[config.mk]
export PLATFORM = sky130hd
export DESIGN_NAME = sysdata_sat_counter
export DESIGN_NICKNAME = d
export VERILOG_FILES = /design/src/rtl/sysdata_sat_counter.sv
export SDC_FILE = /design/constraint.sdc
export NUM_CORES = 1
export LEC_CHECK = 0
export CORE_AREA = 4 4 41 43
export DETAILED_ROUTE_END_ITERATION = 10
export DIE_AREA = 0 0 45 47
export GPL_TIMING_DRIVEN = 0
export PLACE_DENSITY = 0.77
export SYNTH_ARGS = -nofsm -noshare
export SYNTH_HDL_FRONTEND = slang
export SYNTH_SLANG_ARGS = --single-unit
[constraint.sdc]
create_clock -name clk -period 1.5 [get_ports clk]
set_input_delay 0.225 -clock clk [delete_from_list [all_inputs] [get_ports clk]]
set_output_delay 0.225 -clock clk [all_outputs]
set_load 0.02 [all_outputs]
[src/rtl/sysdata_sat_counter.sv]
// rtl/sysdata_sat_counter.sv - W-bit saturating up-counter with synchronous clear
module sysdata_sat_counter #(
  parameter int W = 8
) (
  input  logic         clk,
  input  logic         reset,
  input  logic         inc,
  input  logic         clr,
  output logic [W-1:0] count
);

  always_ff @(posedge clk or posedge reset) begin
    if (reset) begin
      count <= '0;
    end else if (clr) begin
      count <= '0;
    end else if (inc && (count != {W{1'b1}})) begin
      count <= count + W'(1);
    end
  end

endmodule

==> flow_metrics.tcl <==
set metrics [dict create \
    outcome "finished clean" \
    synth.distinct_cells 25 \
    avgSynthCellArea_um2 10.3 \
    power_uw 447 \
    rsz0062_at_grt "yes" \
    antennaDiodeCount 0 \
    syn_nets 54 \
    synth.area.top_cells "dfrtp_1, mux2_4, nor2b_1" \
    gr-usage-all-layers_pct 12.3 \
    critPathBufInv 0 \
    fin_crit_ps 1480 \
    cts_buffer_depth 2 \
    crit_slowest_cell "dfrtp_2" \
    grt_overflow_total 0 \
    grt_pass1_vias 407 \
    via_per_inst 5.39 \
    cts_inserted_buffers 3 \
    dr.pass1.iters 4 \
    whs_ps 230 \
    tightest_slew_ps 407 \
    dieWidth_um 45 \
    internal-power_uw 342 \
    die_h_um 47 \
    multi_input_area_um2 307 \
    n_fill_cell 133 \
    largest_reg_flops 8 \
    cellPowerDensity_nw_per_um2 652 \
    setup_violations 0 \
    grt_max_degree 11 \
    place.gp.congestion 0.794 \
    ys.warnings.count 0 \
    initial_core_util_pct 38.8 \
    hold_buffers 0 \
    p_sw_uw 105 \
    critPathArrivalTime_ps 1610 \
    syn2layout_area_growth_pct 36.0 \
    crit_required_ps 1630 \
    power.leakage_uw 0.000358 \
    final_hold_viol_count 0 \
    min_path_type "input port to async pin" \
    drive_gt1_share_pct 28.1 \
    io_pins 12 \
    path_class "register to register" \
    synth.top_cell.area_share_pct 39.7 \
    vias 426 \
    regMostFlops "count" \
    grt_pass1_wl_um 1810 \
    top_regs "count: 8 flops" \
    post-route-period-util_pct 98.4 \
    swShare_pct 23.5 \
    std_cell_rows 13 \
    start_kind "register" \
    cp_top_family "flip-flops" \
    path_clk_slew_ps 50 \
    rrSetupSlack_ps 20 \
    cap_violations 0 \
    max_slew_margin_pct 72.9 \
    dp_hpwl_um 811 \
    netlist_area_um2 504 \
    maxSlewViolCount 0 \
    totalWireLength_um 1070 \
    clk_latency_ps 250 \
    register_area_um2 203 \
    die_area_um2 2120 \
    power.combinational.fraction_pct 13.1 \
    ys_seq_area_share_pct 39.7 \
    nets 71 \
    route.detailed.wl_per_inst_um 13.6 \
    cts_tree "yes" \
    htreeDepth 1 \
    critPathMaxFanout 4 \
    ant_nets 0 \
    seqPwrFrac_pct 51.5 \
    max_freq_ghz 0.678 \
    drt-initial-drc-count 11 \
    yosysTopAreaCell "dfrtp_1" \
    syn_inst 49 \
    core_um2 1300 \
    ys_ff_latch 8 \
    vdd_drop_max_uv 397 \
    crit_chain "ha_4 > and3_4 > a211oi_4 > mux2_4" \
    end_kind "register" \
    drc 0 \
    antenna_found_initial 0 \
    skew_ps 1.35 \
    numClockSinks 8 \
    cts_root_buffer "clkbuf_4" \
    portBuffers 10 \
    cp_slowest_stage_delay_ps 430 \
    clockPowerShare_pct 35.4 \
]
cell usage after synthesis:
library cell	instances
nand3_1	2
o21bai_1	1
inv_1	2
a21boi_2	1
o211a_1	1
and2b_1	1
nand4b_1	1
a21oi_1	2
a21oi_2	2
dfrtp_1	8
and4_1	1
o311a_1	1
nor2_1	4
a211oi_2	1
clkbuf_1	1
and3_1	1
nor3_1	1
buf_6	1
mux2_4	4
nand2_1	4
mux2i_1	1
nor2b_1	4
nand4_1	2
ha_1	1
nand2b_1	1
power groups by stage:
stage	combinational [uW]	clock, uW	sequential (uW)
2_1_floorplan	25.9	0	238
3_3_place_gp	53.6	0	232
3_5_place_dp	55.6	0	232
4_1_cts	59.9	167	230
5_1_grt	65.3	180	231
6_report	58.4	158	230
cells in the final DEF, fill, tap and decap left out, types with 2 or more instances in the layout:
cell / Yosys / routed
a21oi_1: 2 / 2
a21oi_2: 2 / 2
buf_4: 0 / 2
clkbuf_4: 0 / 3
clkdlybuf4s50_1: 0 / 2
dfrtp_1: 8 / 6
dfrtp_2: 0 / 2
dlygate4sd2_1: 0 / 6
dlymetal6s2s_1: 0 / 2
inv_1: 2 / 2
mux2_4: 4 / 4
nand2_1: 4 / 4
nand3_1: 2 / 2
nand4_1: 2 / 2
nor2_1: 4 / 4
nor2b_1: 4 / 4
worst register-to-register path: stages (launching register included):
cell      delay (ps)
dfrtp_2          430
ha_4             170
and3_4           200
a211oi_4         250
mux2_4           310
worst paths after layout:
check / from / endpoint / cells past startpoint
setup / recovery: count[0]$_DFFE_PP0P_ / count[5]$_DFFE_PP0P_ / 4
hold / removal: reset / count[5]$_DFFE_PP0P_ / 2
setup reg to reg: count[0]$_DFFE_PP0P_ / count[5]$_DFFE_PP0P_ / 4
hold reg to reg: count[1]$_DFFE_PP0P_ / count[1]$_DFFE_PP0P_ / 2
max in group asynchronous: reset / count[1]$_DFFE_PP0P_ / 2
min in group clk: clr / count[2]$_DFFE_PP0P_ / 2
kinds of logic after synthesis:
logic type	count (synthesis)	synth area share [%]
buffers and inverters	4	4.47
multiplexers	5	13.9
flip-flops	8	39.7
adder cells (fa/ha/maj)	1	2.48
AND/OR/NAND/NOR	22	23.8
AO/OA/AOI/OAI	9	15.6
routing by layer:
| metal | vias to the layer above | share of wire (%) | track usage [%] |
|---|---|---|---|
| met1 | 210 | 41 | 14.0 |
| li1 | 204 | - | - |
| met4 | 0 | 0 | 1.75 |
| met3 | 0 | 5.6 | 6.13 |
| met2 | 12 | 53 | 21.2 |
| met5 | - | 0 | 0 |
cell type report:
type | instances | area share [%]
buffer | 2 | 2.19
tap | 15 | 2.74
clock buffer | 3 | 3.28
multi-input combinational | 37 | 44.7
timing repair buffer | 12 | 16.4
sequential | 8 | 29.6
inverter | 2 | 1.09
through the flow:
step | setup WS [ps] | setup TNS, ps | instance area, um^2 | std cells | utilization [%]
CTS | 1.71 | 0 | 673 | 79 | 51.7
global placement | -213 | -308 | 633 | 74 | 48.7
detailed placement | -218 | -329 | 633 | 74 | 48.7
finish | 24.0 | 0 | 686 | 79 | 52.7
floorplan | 5.70 | 0 | 514 | 49 | -
global route | -18.4 | -18.4 | 686 | 79 | 52.7
timing repair:
action	4_1_cts	5_1_grt
pin swaps	2	2
endpoints found under the setup margin	6	3
resized for setup	7	3
setup buffers	2	0
(Power assumes the default switching activity.)
